===== config.mk =====
export PLATFORM = sky130hd
export DESIGN_NAME = inv_kin_arbiter
export DESIGN_NICKNAME = d
export VERILOG_FILES = /design/src/rtl/inv_kin_arbiter.sv
export SDC_FILE = /design/constraint.sdc
export NUM_CORES = 1
export LEC_CHECK = 0
export CELL_PAD_IN_SITES_DETAIL_PLACEMENT = 0
export CELL_PAD_IN_SITES_GLOBAL_PLACEMENT = 1
export CORE_MARGIN = 2
export CORE_UTILIZATION = 25
export DETAILED_ROUTE_END_ITERATION = 12
export GPL_TIMING_DRIVEN = 0
export PLACE_DENSITY = 0.82
export SYNTH_ARGS = -nofsm -noshare
export SYNTH_HDL_FRONTEND = slang
export SYNTH_SLANG_ARGS = --single-unit

===== constraint.sdc =====
create_clock -name clock -period 1.6 [get_ports clock]
set_input_delay 0.24 -clock clock [delete_from_list [all_inputs] [get_ports clock]]
set_output_delay 0.24 -clock clock [all_outputs]
set_load 0.01 [all_outputs]

===== src/rtl/inv_kin_arbiter.sv =====
// rtl/inv_kin_arbiter.sv - round-robin arbiter/sequencer sharing one inv_kin datapath
module inv_kin_arbiter #(
  parameter int BIT_WIDTH     = 32,
  parameter int SETTLE_CYCLES = 500,
  parameter int COUNT_WIDTH   = 16
) (
  input  logic                   clock,
  input  logic                   rst,
  input  logic                   req0_valid,
  input  logic                   req1_valid,
  output logic                   req0_ready,
  output logic                   req1_ready,
  input  logic [BIT_WIDTH-1:0]   req0_x,
  input  logic [BIT_WIDTH-1:0]   req0_y,
  input  logic [BIT_WIDTH-1:0]   req1_x,
  input  logic [BIT_WIDTH-1:0]   req1_y,
  output logic [BIT_WIDTH-1:0]   ik_x,
  output logic [BIT_WIDTH-1:0]   ik_y,
  input  logic [BIT_WIDTH-1:0]   ik_theta1,
  input  logic [BIT_WIDTH-1:0]   ik_theta2,
  output logic                   rsp_valid,
  input  logic                   rsp_ready,
  output logic                   rsp_id,
  output logic [BIT_WIDTH-1:0]   rsp_theta1,
  output logic [BIT_WIDTH-1:0]   rsp_theta2,
  output logic                   busy,
  output logic [COUNT_WIDTH-1:0] jobs_done
);

  localparam logic [1:0] S_IDLE   = 2'd0;
  localparam logic [1:0] S_SETTLE = 2'd1;
  localparam logic [1:0] S_RESP   = 2'd2;

  // Counter only has to hold SETTLE_CYCLES-1; keep at least one bit for SETTLE_CYCLES=1.
  localparam int CW = (SETTLE_CYCLES > 1) ? $clog2(SETTLE_CYCLES) : 1;
  localparam logic [CW-1:0] CNT_LOAD = CW'(SETTLE_CYCLES - 1);

  logic [1:0]             state_q, state_d;
  logic [CW-1:0]          cnt_q, cnt_d;
  logic [BIT_WIDTH-1:0]   ik_x_q, ik_x_d;
  logic [BIT_WIDTH-1:0]   ik_y_q, ik_y_d;
  logic                   id_q, id_d;
  logic                   prio_q, prio_d;
  logic                   rsp_valid_q, rsp_valid_d;
  logic [BIT_WIDTH-1:0]   th1_q, th1_d;
  logic [BIT_WIDTH-1:0]   th2_q, th2_d;
  logic [COUNT_WIDTH-1:0] jobs_q, jobs_d;

  logic idle;
  logic req_any;
  logic prio_valid;
  logic grant;

  // Round-robin grant: favoured requester if valid, otherwise the other one.
  always_comb begin
    idle       = (state_q == S_IDLE);
    req_any    = req0_valid | req1_valid;
    prio_valid = prio_q ? req1_valid : req0_valid;
    grant      = prio_valid ? prio_q : ~prio_q;
    req0_ready = idle && req_any && !grant;
    req1_ready = idle && req_any && grant;
  end

  // Next-state logic for the accept / settle / respond sequence.
  always_comb begin
    state_d     = state_q;
    cnt_d       = cnt_q;
    ik_x_d      = ik_x_q;
    ik_y_d      = ik_y_q;
    id_d        = id_q;
    prio_d      = prio_q;
    rsp_valid_d = rsp_valid_q;
    th1_d       = th1_q;
    th2_d       = th2_q;
    jobs_d      = jobs_q;
    case (state_q)
      S_IDLE: begin
        if (req_any) begin
          ik_x_d  = grant ? req1_x : req0_x;
          ik_y_d  = grant ? req1_y : req0_y;
          id_d    = grant;
          cnt_d   = CNT_LOAD;
          state_d = S_SETTLE;
        end
      end
      S_SETTLE: begin
        // Only the final settle cycle's thetas are trusted.
        if (cnt_q == '0) begin
          th1_d       = ik_theta1;
          th2_d       = ik_theta2;
          rsp_valid_d = 1'b1;
          state_d     = S_RESP;
        end else begin
          cnt_d = cnt_q - 1'b1;
        end
      end
      S_RESP: begin
        if (rsp_valid_q && rsp_ready) begin
          rsp_valid_d = 1'b0;
          prio_d      = ~id_q;
          jobs_d      = jobs_q + COUNT_WIDTH'(1);
          state_d     = S_IDLE;
        end
      end
      default: state_d = S_IDLE;
    endcase
  end

  // State registers; reset aborts any job in flight and wins over handshakes.
  always_ff @(posedge clock) begin
    if (rst) begin
      state_q     <= S_IDLE;
      cnt_q       <= '0;
      ik_x_q      <= '0;
      ik_y_q      <= '0;
      id_q        <= 1'b0;
      prio_q      <= 1'b0;
      rsp_valid_q <= 1'b0;
      th1_q       <= '0;
      th2_q       <= '0;
      jobs_q      <= '0;
    end else begin
      state_q     <= state_d;
      cnt_q       <= cnt_d;
      ik_x_q      <= ik_x_d;
      ik_y_q      <= ik_y_d;
      id_q        <= id_d;
      prio_q      <= prio_d;
      rsp_valid_q <= rsp_valid_d;
      th1_q       <= th1_d;
      th2_q       <= th2_d;
      jobs_q      <= jobs_d;
    end
  end

  assign ik_x       = ik_x_q;
  assign ik_y       = ik_y_q;
  assign rsp_valid  = rsp_valid_q;
  assign rsp_id     = id_q;
  assign rsp_theta1 = th1_q;
  assign rsp_theta2 = th2_q;
  assign busy       = (state_q != S_IDLE);
  assign jobs_done  = jobs_q;

endmodule

# Word-level counts from Yosys, hierarchy flattened
# Index checks and enable logic that the tools add are counted.
[op_classes] addsub=2 n_eq_ne=6 n_mux=14 n_bitwise=3 reduce_logical=16
[op_table] op="2-to-1 mux 32 bit" n=2
[op_table] op="2-to-1 mux 9 bit" n=2
[op_table] op="one-hot mux 9 bit (2 select lines)" n=1
[op_table] op="adder 16 x 1 -> 16 bit (second input constant)" n=1
[op_table] op="zero test 9 bit" n=1
[op_table] op="AND reduction 3 bit" n=3
[op_table] op="subtractor 9 x 1 -> 9 bit (second input constant)" n=1
[op_table] op="2-to-1 mux 2 bit" n=3
[op_table] op="inequality test 2 bit (second input constant)" n=3
[op_table] op="one-hot mux 2 bit (3 select lines)" n=1
[op_table] op="AND reduction 2 bit" n=3
[op_table] op="nonzero test 2 bit" n=3
[op_table] op="logical AND 1 bit" n=4
[op_table] op="2-to-1 mux 1 bit" n=4
[op_table] op="equality test 2 x 1 -> 1 bit (second input constant)" n=1
[op_table] op="equality test 2 bit (second input constant)" n=1
[op_table] op="zero test 2 bit" n=1
[op_table] op="inequality test 2 x 1 -> 1 bit (second input constant)" n=1
[op_table] op="inverter 1 bit" n=2
[op_table] op="one-hot mux 1 bit (2 select lines)" n=1
[op_table] op="zero test 1 bit" n=1
[op_table] op="OR 1 bit" n=1
[totals] reg_bits=158 out_inout_bits=149 word_cells=51

# Logic depth before layout (Yosys ltp)
# Gate-level depths: netlist of the first run.
[depth] ltp_word=4 ltp_mapped=7

# Worst setup path after synthesis of the first run
# No wires, ideal clock.
[synth_timing] kind="reg2out" start="reg state_q[1]" end="out req0_ready" arrival_ps=1466 slack_ps=-106 stages_incl_launch_ff=6 path_cell_list="dfxtp_1 -> or2_1 -> nor2_2 -> buf_2 -> buf_2 -> and2_1"
[synth_via] elab_chain_len=3
[synth_lines] element="from (decl)" line="38" text="logic [1:0] state_q, state_d;"
[synth_lines] element="from (signal assigned)" line="123" text="state_q <= state_d;"
[synth_lines] element="zero test 2 bit" line="56" text="idle = (state_q == S_IDLE);"
[synth_lines] element="logical AND 1 bit (2 in series)" line="60" text="req0_ready = idle && req_any && !grant;"
[synth_lines] element="to (decl)" line="11" text="output logic req0_ready,"
# Every way passes these cells.

# Worst setup path after layout of the first run
[layout_timing] start="reg state_q[0]" end="out req1_ready"
[layout_via] elab_chain_len=3
[layout_lines] element="zero test 2 bit" line="56"
[layout_lines] element="logical AND 1 bit (2 in series)" line="61" text="req1_ready = idle && req_any && grant;"
[layout_lines] element="to (decl)" line="12" text="output logic req1_ready,"
# Every way passes these cells.

==> results of run 1 <==
final cells by class:
| type | count | area (um^2) |
|---|---|---|
| Buffer | 53 | 536 |
| Clock buffer | 18 | 429 |
| Clock inverter | 12 | 210 |
| Fill cell | 2404 | 12900 |
| Inverter | 7 | 26.3 |
| Multi-Input combinational cell | 512 | 3510 |
| Sequential cell | 158 | 3190 |
| Tap cell | 330 | 413 |
| Timing Repair Buffer | 381 | 4070 |
power by group:
| part | switching [mW] | internal (mW) | total (mW) |
|---|---|---|---|
| clock | 1.74 | 2.78 | 4.53 |
| sequential | 0.336 | 4.48 | 4.81 |
| combinational | 1.98 | 2.29 | 4.27 |
layer usage:
metal	routed length, um	vias to the layer above	share of wire
met1	9680	3092	0.38
met2	12900	269	0.50
li1	-	3324	-
met5	0	-	0
met3	2720	17	0.11
met4	356	0	0.014
cells in the final DEF (no fill, tap or decap), types with 29 or more instances in the layout:
cell               n
clkdlybuf4s50_1  253
a21oi_2           29
a211oi_1          66
mux2i_1           61
dlymetal6s2s_1    59
dfxtp_1          146
nor2_1            85
nand2_1           87
a21oi_1           46
dlygate4sd2_1     29
nand2_2           37
logic make-up (layout without fill, tap and decap cells):
kind of cell,Yosys count,count (layout),share of synthesized area
XOR/XNOR,11,11,0.0150
flip-flops,158,158,0.491
buffers and inverters,61,471,0.0445
adder cells (fa/ha/maj),2,2,0.00388
AND/OR/NAND/NOR,279,279,0.192
AO/OA/AOI/OAI,152,152,0.147
multiplexers,68,68,0.106
stage by stage:
stage                     cell area, um^2  hold WS, ps  power (mW)  utilization  cells
after floorplan                      6460          376        6.56            -    731
after detailed placement            10300          447        8.59        0.409   1405
after CTS                           11800          339        13.7        0.466   1469
after global routing                12400          345        14.3        0.490   1471
final                               12400          363        13.6        0.490   1471
after global placement              10300          442        8.57        0.409   1405
worst max path at each step:
stage                from             to  slack, ps  cells past startpoint
2_1_floorplan  state_q[1]  jobs_done[15]          4                      4
3_3_place_gp   req0_valid     req0_ready      -1060                      7
3_5_place_dp   req0_valid     req1_ready      -1070                      8
4_1_cts        state_q[0]     req1_ready       -340                      5
5_1_grt        state_q[0]     req1_ready       -390                      5
6_report       state_q[0]     req1_ready       -310                      5
registers in the layout (all words and copies together) (netlist names):
| name | flops |
|---|---|
| ik_x | 32 |
| ik_y | 32 |
| rsp_theta1 | 32 |
| rsp_theta2 | 32 |
| jobs_done | 16 |
| cnt_q | 9 |
| state_q | 2 |
| prio_q | 1 |
| rsp_id | 1 |
| rsp_valid | 1 |
repair_timing:
item	4_1_cts	5_1_grt
pin swaps	39	25
buffers inserted	23	4
setup endpoints to repair	176	200
gates cloned	11	4
resized for setup	191	174
endpoints found under the hold margin	0	0
worst max-delay path: stages (launching register included):
cell and delay, ps:
dfxtp_4 350, or2_4 280, or2_4 240, or2_4 230
inv_2 50, buf_6 100
==> impl_results.md, run 1 <==
- Met2 usage: 0.327
- First-pass GRT wire length: 37.1 mm
- ANT nets after route: 0
- Final period util: 1.19
- Antenna cells: 0
- R2R depth: 6
- Distinct cells, synth: 45
- Detailed Routing Iterations Pass 1: 4
- R2r setup slk: -200 ps
- R2r startpoint: state_q[0]
- M3 GR Usage: 0.0723
- Max-capacitance violation count: 0
- Gr ovfl total: 0
- Clk sinks: 158
- Rel. slew slack: 0.554
- Clk_skew: 9.23 ps
- Std cell rows: 58
- Status: finished with violations
- Req. time, crit path: 1360 ps
- Fmax: 525 MHz
- Final worst slack: -305 ps
- Final min period: 1910 ps
- Clock root buffer: clkbuf_16
- Syn_nets: 930
- Layout net count: 1329
- Core area: 25300 um^2
- Failing checks: setup timing
- Maximum VDD drop: 623 uV
- Ratio of cells with drive above 1 in the final layout: 0.204
- Worst r2r dst: jobs_done[14]
- RSZ-0062 raised after global routing: true
- Clk buf depth: 2
- Worst setup path class: flip-flop to primary output
- HPWL after DPL: 18.3 mm
- Top post-synthesis cells by area: dfxtp_1 (49%), mux2i_1 (10%), nand2_1 (8.2%)
- Largest net degree at the start of global routing: 17
- Die Ht: 165 um
- Async set-or-reset flop fraction in the synthesized netlist: 0
- Met1 usage: 0.190
- Clock Pin Slew Worst Setup and Hold Paths: 70 ps
- Starting DRC count in detailed routing: 246
- Gr usage total: 0.181
- Worst slack at placement: -1070 ps
- CTS tree: done
- WL final: 25.6 mm
- Via density: 4.56
- Initial core utilization: 0.255
- H-tree depth: 4
- List of most frequent post-synthesis cells: dfxtp_1 (158), nand2_1 (140), nor2_1 (86), a21oi_1 (75), a211oi_1 (67)
- Syn avg cell area: 8.81 um^2
- Pwr Density: 1100 nW/um^2
- Synthesized cell area: 6440 um^2
- Hold Vio Cnt, Final: 0
- Slew @ Worst Pin: 669 ps
- Routability Congestion: 0.769
- Post-synth top flop: dfxtp_1
- Cell with the most instances after synthesis: dfxtp_1
- Sequential share of the synthesized area: 0.491
- Setup TNS: -5490 ps
- Hold-critical path depth: 3
- Syn Inst Count: 731
- Hold buffers post-CTS: 0
- Area Growth Syn to Fin: 92.1%
- Vias in the first global route: 6719
- Busiest grt layer: met2
- Initial antenna violation count: 0
- DRC Markers: 0
- Cell taking the most area after synthesis: dfxtp_1
- DIE AREA: 27100 um^2
- Critical path data arrival time: 1670 ps
- Hold endpoint: rsp_theta1[26]
- DR WL/cell: 17.4 um
- Fin. max-slew vios: 0
- Later-pin clock latency in the skew report: 420 ps
- Synth top area share: 0.491
- #FFs+latches synth: 158
- Leakage: 5.74 nW
- CP Max Fanout: 4
- Die width: 165 um
- Post-synth EDFFs: 0
- Startpoint Class: flip-flop
- HP Start: ik_theta1[26]
- Via count: 6702
- Synth warn: 0
- TritonCTS Buffers: 17
- # IOs: 346
- CP endpoint kind: primary output
- Setup violators final: 76
- PortBufs: 344
- Worst hold path type: input pin to flip-flop
No activity file was read; power rests on OpenSTA's default activity.
==> run 2: changes to the inputs <==
- SLEW_MARGIN: default -> 10
==> results of run 2 <==
Same layout as run 1: the final DEF is identical, and so are final timing and power.
==> run 3: changes to the inputs <==
- CELL_PAD_IN_SITES_GLOBAL_PLACEMENT: 1 -> 2
- CORE_UTILIZATION: 25 -> 19
- PLACE_DENSITY: 0.82 -> 0.81
==> impl_results.md, run 3 (synthesized netlist as in run 1, its figures left out) <==
- HP Start: ik_theta1[8]
- WL final: 26.9 mm
- TritonCTS Buffers: 17
- Vias in the first global route: 6703
- Clock root buffer: clkbuf_16
- Hold-critical path depth: 3
- Fin. max-slew vios: 0
- Area Growth Syn to Fin: 93.4%
- CP endpoint kind: primary output
- WP buf/inv: 2
- Std cell rows: 67
- Die width: 188 um
- Via count: 6725
- H-tree depth: 4
- Commonest non-fill, non-tap cell in the layout: clkdlybuf4s50_1
- Final min period: 1900 ps
- PortBufs: 344
- # IOs: 346
- Startpoint Class: flip-flop
- Worst r2r dst: rsp_theta2[15]
- Worst hold path type: input pin to flip-flop
- Gr ovfl total: 0
- Hold Vio Cnt, Final: 0
- Clock Pin Slew Worst Setup and Hold Paths: 60 ps
- First-pass GRT wire length: 38.7 mm
- Starting DRC count in detailed routing: 164
- DIE AREA: 35400 um^2
- Rel. slew slack: 0.536
- Setup violators final: 75
- Crit path max-delay family: simple AND/OR/NAND/NOR gates
- Most frequent cells in the layout: clkdlybuf4s50_1 (216), dfxtp_1 (146), nand2_1 (90), nor2_1 (86), dlygate4sd2_1 (71)
- Layout net count: 1334
- Post-layout util: 0.373
- Post-route cell area: 12500 um^2
- Detailed Routing Iterations Pass 1: 4
- Crit path top cell by count: or2_4
- CTS tree: done
- Core area: 33400 um^2
- Placed instance area: 10500 um^2
- Initial core utilization: 0.193
- ANT nets after route: 0
- Die Ht: 188 um
- Ratio of cells with drive above 1 in the final layout: 0.213
- R2r startpoint: cnt_q[4]
- Fmax: 526 MHz
- DRC Markers: 0
- Final worst slack: -301 ps
- Hold endpoint: rsp_theta1[8]
- RSZ-0062 raised after global routing: true
- Pwr Density: 1060 nW/um^2
- Slew @ Worst Pin: 696 ps
- Hold buffers post-CTS: 0
- Crit path largest cell delay: 340 ps
- Gr usage total: 0.143
- Setup TNS: -6470 ps
- Antenna cells: 0
- HPWL after DPL: 19.0 mm
- Final period util: 1.19
- Status: finished with violations
- R2R depth: 6
- Via density: 4.21
- Critical path data arrival time: 1660 ps
- DR WL/cell: 16.9 um
- Worst-path cell chain: or2_4 -> or2_4 -> or2_4 -> inv_2 -> buf_6
- Later-pin clock latency in the skew report: 430 ps
- Clk buf depth: 2
- Slowest cell on crit path: dfxtp_4
- Largest net degree at the start of global routing: 17
- Failing checks: setup timing
- Worst slack at placement: -1070 ps
- Maximum VDD drop: 791 uV
- Max-capacitance violation count: 0
- Req. time, crit path: 1360 ps
- R2r setup slk: -120 ps
- Routability Congestion: 0.775
- Leakage: 5.83 nW
- Clk sinks: 158
- Clk_skew: 10.4 ps
- CP Max Fanout: 3
- Initial antenna violation count: 1
- Worst setup path class: flip-flop to primary output
run 3: cell types whose count changed in the layout (fill, tap and decap cells not counted), sizes merged, moves of 4 or more:
cell | previous run | this run
dlygate4sd2 | 29 | 71
inv | 11 | 7
clkdlybuf4s50 | 253 | 216
clkbuf | 45 | 55
dlymetal6s2s | 59 | 54
run 3: timing repair:
action | CTS | global route
setup endpoints to repair | 222 | 187
pin swaps | 26 | 30
gates cloned | 1 | 13
endpoints found under the hold margin | 0 | 0
buffers inserted | 27 | 7
gates resized for setup | 203 | 178
run 3: cell type report:
class | count | area, um^2
Fill cell | 3376 | 21000
Timing Repair Buffer | 387 | 4090
Multi-Input combinational cell | 512 | 3480
Sequential cell | 158 | 3180
Tap cell | 448 | 561
Buffer | 52 | 526
Clock buffer | 23 | 488
Clock inverter | 9 | 109
Inverter | 7 | 26.3
run 3: report_power, final:
part / switching (mW) / internal [mW]
combinational: 2.01 / 2.19
clock: 1.72 / 2.46
sequential: 0.326 / 4.48
total: 4.05 / 9.13
run 3: worst max path at each step:
stage / end / slack (ps) / depth (start not counted) / startpoint
floorplan: jobs_done[15] / 4 / 4 / state_q[1]
global placement: req0_ready / -1100 / 7 / req1_valid
detailed placement: req0_ready / -1070 / 7 / req1_valid
CTS: req1_ready / -360 / 5 / state_q[0]
global route: req1_ready / -380 / 5 / state_q[0]
finish: req1_ready / -300 / 5 / state_q[0]
run 3: stage by stage:
stage / std cells / hold WS, ps / power [mW]
3_5_place_dp: 1523 / 446 / 8.64
5_1_grt: 1596 / 332 / 14.0
6_report: 1596 / 352 / 13.2
3_3_place_gp: 1523 / 442 / 8.64
2_1_floorplan: 731 / 376 / 6.56
4_1_cts: 1580 / 317 / 13.3
run 3: worst register-to-register path: stages, from the launching register on:
cell,delay (ps)
dfxtp_1,390
nor2_1,380
and4_4,380
buf_12,170
buf_8,140
nand2_1,70
a21oi_2,130
run 3: routing by layer:
layer / vias up / global-route usage / part of all wire
li1: 3331 / - / -
met1: 3096 / 0.158 / 0.41
met2: 279 / 0.246 / 0.48
met3: 17 / 0.0653 / 0.099
met4: 2 / 0.0427 / 0.011
met5: - / 0 / 0.00048
